[config.mk]
export PLATFORM = sky130hd
export DESIGN_NAME = pipelined_cla_addsub
export DESIGN_NICKNAME = d
export VERILOG_FILES = /design/src/rtl/cla_pkg.sv /design/src/rtl/cla_group4.sv /design/src/rtl/pipelined_cla_addsub.sv
export SDC_FILE = /design/constraint.sdc
export NUM_CORES = 1
export LEC_CHECK = 0
export BUFFER_PORTS_ARGS = -buffer_cell sky130_fd_sc_hd__buf_4
export CAP_MARGIN = 15
export CELL_PAD_IN_SITES_DETAIL_PLACEMENT = 1
export CELL_PAD_IN_SITES_GLOBAL_PLACEMENT = 2
export CORE_UTILIZATION = 35
export DETAILED_ROUTE_END_ITERATION = 12
export PLACE_DENSITY = 0.95
export SLEW_MARGIN = 25
export SYNTH_ARGS = -nofsm -noshare
export SYNTH_HDL_FRONTEND = slang
export SYNTH_SLANG_ARGS = --single-unit
export TNS_END_PERCENT = 30
[constraint.sdc]
create_clock -name CLK -period 4.4 [get_ports CLK]
set_input_delay 0.44 -clock CLK [delete_from_list [all_inputs] [get_ports CLK]]
set_output_delay 0.44 -clock CLK [all_outputs]
set_load 0.1 [all_outputs]
[src/rtl/cla_pkg.sv]
// Shared types and helpers for the pipelined carry-lookahead adder/subtractor.
package cla_pkg;

  typedef enum logic [1:0] {
    ADD  = 2'b00,
    SUB  = 2'b01,
    SADD = 2'b10,
    SSUB = 2'b11
  } alu_mode_e;

  localparam int GROUP_W = 4;
  localparam int MAX_W   = 256;

  // Clamp value for a saturated result: most negative if sign=1, else most positive.
  function automatic logic [MAX_W-1:0] sat_value(input logic sign, input int width);
    logic [MAX_W-1:0] v;
    v = '0;
    for (int i = 0; i < MAX_W; i++) begin
      if (i < width - 1)       v[i] = ~sign;
      else if (i == width - 1) v[i] = sign;
    end
    return v;
  endfunction

endpackage

[src/rtl/cla_group4.sv]
// 4-bit carry-lookahead group: local sum plus group generate/propagate for the slice LCU.
module cla_group4 (
  input  logic [3:0] i_a,
  input  logic [3:0] i_b,
  input  logic       i_cin,
  output logic [3:0] o_sum,
  output logic       o_g,
  output logic       o_p
);

  logic [3:0] w_g, w_p, w_c;

  assign w_g = i_a & i_b;
  assign w_p = i_a ^ i_b;

  assign w_c[0] = i_cin;
  assign w_c[1] = w_g[0] | (w_p[0] & i_cin);
  assign w_c[2] = w_g[1] | (w_p[1] & w_g[0]) | (w_p[1] & w_p[0] & i_cin);
  assign w_c[3] = w_g[2] | (w_p[2] & w_g[1]) | (w_p[2] & w_p[1] & w_g[0])
                | (w_p[2] & w_p[1] & w_p[0] & i_cin);

  assign o_sum = w_p ^ w_c;
  assign o_g   = w_g[3] | (w_p[3] & w_g[2]) | (w_p[3] & w_p[2] & w_g[1])
               | (w_p[3] & w_p[2] & w_p[1] & w_g[0]);
  assign o_p   = &w_p;

endmodule

[src/rtl/pipelined_cla_addsub.sv]
// Pipelined CLA add/sub: STAGES slices of WIDTH/STAGES bits, registered slice carries,
// global stall on backpressure, saturation and flags resolved after the last stage.
module pipelined_cla_addsub
  import cla_pkg::*;
#(
  parameter int WIDTH  = 16,
  parameter int STAGES = 2
) (
  input  logic             CLK,
  input  logic             RST,
  input  logic             IN_VALID,
  output logic             IN_READY,
  input  logic [WIDTH-1:0] A,
  input  logic [WIDTH-1:0] B,
  input  logic             CIN,
  input  logic [1:0]       MODE,
  output logic             OUT_VALID,
  input  logic             OUT_READY,
  output logic [WIDTH-1:0] SUM,
  output logic             COUT,
  output logic             OVFL,
  output logic             ZERO
);

  localparam int S  = WIDTH / STAGES;
  localparam int NG = S / GROUP_W;

  logic             w_en;
  logic [WIDTH-1:0] w_bx0;
  logic             w_cx0;

  // Single advance enable: the whole pipe moves or the whole pipe holds.
  assign w_en     = !OUT_VALID || OUT_READY;
  assign IN_READY = w_en;

  assign w_bx0 = MODE[0] ? ~B : B;
  assign w_cx0 = CIN ^ MODE[0];

  genvar k;
  generate
    for (k = 0; k < STAGES; k++) begin : g_stage
      logic [WIDTH-1:0] w_a, w_bx, w_sum_in, w_sum_nxt;
      logic             w_cin, w_vld_in;
      alu_mode_e        w_mode;

      logic [WIDTH-1:0] r_a, r_bx, r_sum;
      logic             r_c, r_vld;
      alu_mode_e        r_mode;

      if (k == 0) begin : g_in
        assign w_a      = A;
        assign w_bx     = w_bx0;
        assign w_cin    = w_cx0;
        assign w_sum_in = '0;
        assign w_mode   = alu_mode_e'(MODE);
        assign w_vld_in = IN_VALID;
      end else begin : g_skew
        assign w_a      = g_stage[k-1].r_a;
        assign w_bx     = g_stage[k-1].r_bx;
        assign w_cin    = g_stage[k-1].r_c;
        assign w_sum_in = g_stage[k-1].r_sum;
        assign w_mode   = g_stage[k-1].r_mode;
        assign w_vld_in = g_stage[k-1].r_vld;
      end

      logic [NG-1:0] w_gg, w_gp;
      logic [NG:0]   w_gc;
      logic [S-1:0]  w_ssum;

      for (genvar g = 0; g < NG; g++) begin : g_grp
        cla_group4 u_grp (
          .i_a   (w_a [k*S + g*GROUP_W +: GROUP_W]),
          .i_b   (w_bx[k*S + g*GROUP_W +: GROUP_W]),
          .i_cin (w_gc[g]),
          .o_sum (w_ssum[g*GROUP_W +: GROUP_W]),
          .o_g   (w_gg[g]),
          .o_p   (w_gp[g])
        );
      end

      // Slice lookahead unit: each group carry-in formed directly from G/P and the slice carry-in.
      always_comb begin
        logic acc;
        w_gc    = '0;
        w_gc[0] = w_cin;
        for (int g = 1; g <= NG; g++) begin
          acc = w_cin;
          for (int j = 0; j < g; j++) acc = w_gg[j] | (w_gp[j] & acc);
          w_gc[g] = acc;
        end
      end

      always_comb begin
        w_sum_nxt            = w_sum_in;
        w_sum_nxt[k*S +: S]  = w_ssum;
      end

      always_ff @(posedge CLK or posedge RST) begin
        if (RST) begin
          r_vld  <= 1'b0;
          r_a    <= '0;
          r_bx   <= '0;
          r_sum  <= '0;
          r_c    <= 1'b0;
          r_mode <= ADD;
        end else if (w_en) begin
          r_vld  <= w_vld_in;
          r_a    <= w_a;
          r_bx   <= w_bx;
          r_sum  <= w_sum_nxt;
          r_c    <= w_gc[NG];
          r_mode <= w_mode;
        end
      end
    end
  endgenerate

  logic [WIDTH-1:0] w_raw, w_a_l, w_bx_l, w_sat;
  logic             w_ovfl, w_sat_en;
  alu_mode_e        w_mode_l;

  assign w_raw    = g_stage[STAGES-1].r_sum;
  assign w_a_l    = g_stage[STAGES-1].r_a;
  assign w_bx_l   = g_stage[STAGES-1].r_bx;
  assign w_mode_l = g_stage[STAGES-1].r_mode;

  assign w_ovfl   = (w_a_l[WIDTH-1] == w_bx_l[WIDTH-1]) && (w_raw[WIDTH-1] != w_a_l[WIDTH-1]);
  assign w_sat_en = w_ovfl && ((w_mode_l == SADD) || (w_mode_l == SSUB));
  assign w_sat    = WIDTH'(sat_value(w_a_l[WIDTH-1], WIDTH));

  assign OUT_VALID = g_stage[STAGES-1].r_vld;
  assign SUM       = w_sat_en ? w_sat : w_raw;
  assign COUT      = g_stage[STAGES-1].r_c;
  assign OVFL      = w_ovfl;
  assign ZERO      = (SUM == '0);

endmodule

==> results.ini <==
[cells_and_area]
mostFrequentLayoutCells = nand2_1 (74), buf_4 (60), dfrtp_1 (48)
final_area_sq_mm = 0.00347
instances_no_fill = 472
layout_commonest_cell = nand2_1
layout.nets = 428
drive_gt1_frac = 0.216
syn2layout_area_growth_pct = 21.4
n_antenna_cell = 0

[synth]
async_flop_share = 1.00
syn-instance-count = 316
synth_edf_count = 0
yosys.area.top_type = dfrtp_1
yosysWarnings = 0
yosysTopAreaCellShare = 0.420
seq_area_frac_synth = 0.420
syn-num-nets = 375
synth-seq-cells = 48
synthDistinctLibCells = 48
synth_ff_type = dfrtp_1
netlist_area_sq_mm = 0.00286
syn_avg_cell_area_sq_um = 9.05
synthTopCellsByArea = dfrtp_1 (42%), nand2_1 (9.7%), ha_1 (7.0%)

[drt]
vias_per_cell = 4.92
drc_errors = 0
detail-route-antenna-nets = 0
drtPass1Iterations = 4
drtIter0Drc = 69
via_count = 2323
wl_per_cell_um = 13.7
wl_um = 6470

[floorplan]
die_y_um = 92.4
start_util = 0.366
core_sq_mm = 0.00781
rows = 32
die_area_sq_mm = 0.00854
die_x_um = 92.4
io_pins = 60

[timing]
period_share = 0.609
fin_tns_setup_ps = 0
holdWs_ps = 260
slew_headroom = 0.447
final_hold_viol_count = 0
fmax_ghz = 0.373
setup_viol_count_final = 0
skew_ps = 7.50
timing.final.crit_period_ps = 2680
worstMarginPinSlew_ps = 829
slew_violations = 0
rsz0062_at_grt = no

[global_route]
grt_max_degree = 54
grt.total_usage = 0.158
antenna_found_initial = 0
grt_pass1_vias = 2337
grt_pass1_wl_um = 10800
overflow = 0

[placed_design]
post-dp-hpwl_um = 4970
io_buffers = 59
placed_area_sq_mm = 0.00336
gp_congestion = 0.816
place_inst = 464

[pwr]
leakagePower_nw = 1.71
ir_drop_mv = 0.242
p_per_area_mw_per_mm2 = 643

[clock_tree]
clk_transition_reported_paths_ps = 90
cts_tree = built
cts_setup_buffers = 0
clockRootBuffer = clkbuf_8
htreeDepth = 2
cts_resized = 0
clk_latency_ps = 310
clock-sinks = 48
clk_path_buf_depth = 2
cts_buffers = 5
postCtsHoldBufs = 0

[worst_setup_path]
cp.arrival_ps = 2240
crit_type = register to output port
worstPathCellList = or3b_1, a21bo_1, nor2_8, a21o_2, buf_4
crit_fanout = 18
crit_slowest_cell = dfrtp_1
critPathMaxStageDelay_ps = 460
startpoint_type = register
critPathCaptureType = output port
required_ps = 3960

[flow_run]
cap_viol_max_count = 0

[worst_hold_path]
hp-class = input port to async pin

[outcome]
status = completed

-- cells by family after synthesis --
family,Yosys count,share of synthesized area
simple gates,116,0.182
mux,1,0.00350
compound gates,74,0.165
xor+xnor,23,0.0770
buf+inv,34,0.0542
fa+ha+maj,20,0.0980
flops,48,0.420
-- cells in the mapped netlist (all sizes together) (2+ instances only) --
master   n
nand2   74
dfrtp   48
o21ai   22
a21oi   21
inv     20
ha      16
nor2    16
xnor2   12
xor2    11
a21o     9
buf      7
clkbuf   7
nand3    6
nor4     6
a211oi   4
fa       4
nand2b   3
nand3b   3
o31ai    3
nor3     2
o22ai    2
o31a     2
-- layer usage --
| layer | global-route usage | share of wire | up-vias |
|---|---|---|---|
| met5 | 0 | 0 | - |
| met3 | 0.0263 | 0.045 | 12 |
| li1 | - | - | 1176 |
| met4 | 0.0612 | 0.021 | 0 |
| met2 | 0.249 | 0.45 | 62 |
| met1 | 0.216 | 0.49 | 1073 |
-- cell type report --
type,instances,area (sq um)
multi-input combinational,234,1510
fill,942,4330
sequential,48,1200
clock inverter,3,42.5
clock buffer,5,68.8
timing repair buffer,60,450
inverter,20,76.3
tap,102,128
-- worst max-delay path, delay by kind of cell, from the launching register on --
kind            cells  cell delay [ps]
buf+inv             1              280
simple gates        2              640
compound gates      2              550
flops               1              460
-- where the power goes --
group / total (mW) / switching (mW) / internal, mW
clock: 0.325 / 0.156 / 0.168
sequential: 0.658 / 0.0981 / 0.560
combinational: 1.25 / 0.928 / 0.325
total: 2.24 / 1.18 / 1.05
-- final timing paths --
| path | startpoint | to | slack (ps) | cells past startpoint |
|---|---|---|---|---|
| worst max-delay path | g_stage[1].r_sum[15] | SUM[15] | 1720 | 5 |
| worst min-delay path | RST | g_stage[0].r_sum[1] | 260 | 2 |
| worst max register to register | g_stage[0].r_a[8] | g_stage[1].r_sum[13] | 2050 | 8 |
| worst min register to register | g_stage[0].r_vld | g_stage[0].r_vld | 480 | 2 |
| max in group asynchronous | RST | g_stage[0].r_bx[11] | 3640 | 2 |
| min in group CLK | A[13] | g_stage[0].r_a[13] | 320 | 3 |
-- flip-flops by register name (all words and copies together), names as in the netlist --
name            count
g_stage.r_vld       1
g_stage.r_c         1
OUT_VALID           1
COUT                1
g_stage.r_sum      24
g_stage.r_a         9
g_stage.r_mode      2
g_stage.r_bx        9
-- per-stage QoR --
stage	setup slack [ps]	power, mW	util
3_3_place_gp	1850	1.90	0.430
3_5_place_dp	1760	1.92	0.430
5_1_grt	1570	2.35	0.445
2_1_floorplan	673	1.66	-
6_report	1720	2.24	0.445
4_1_cts	1690	2.26	0.445
Note: power is estimated with default switching activity, not from simulation.
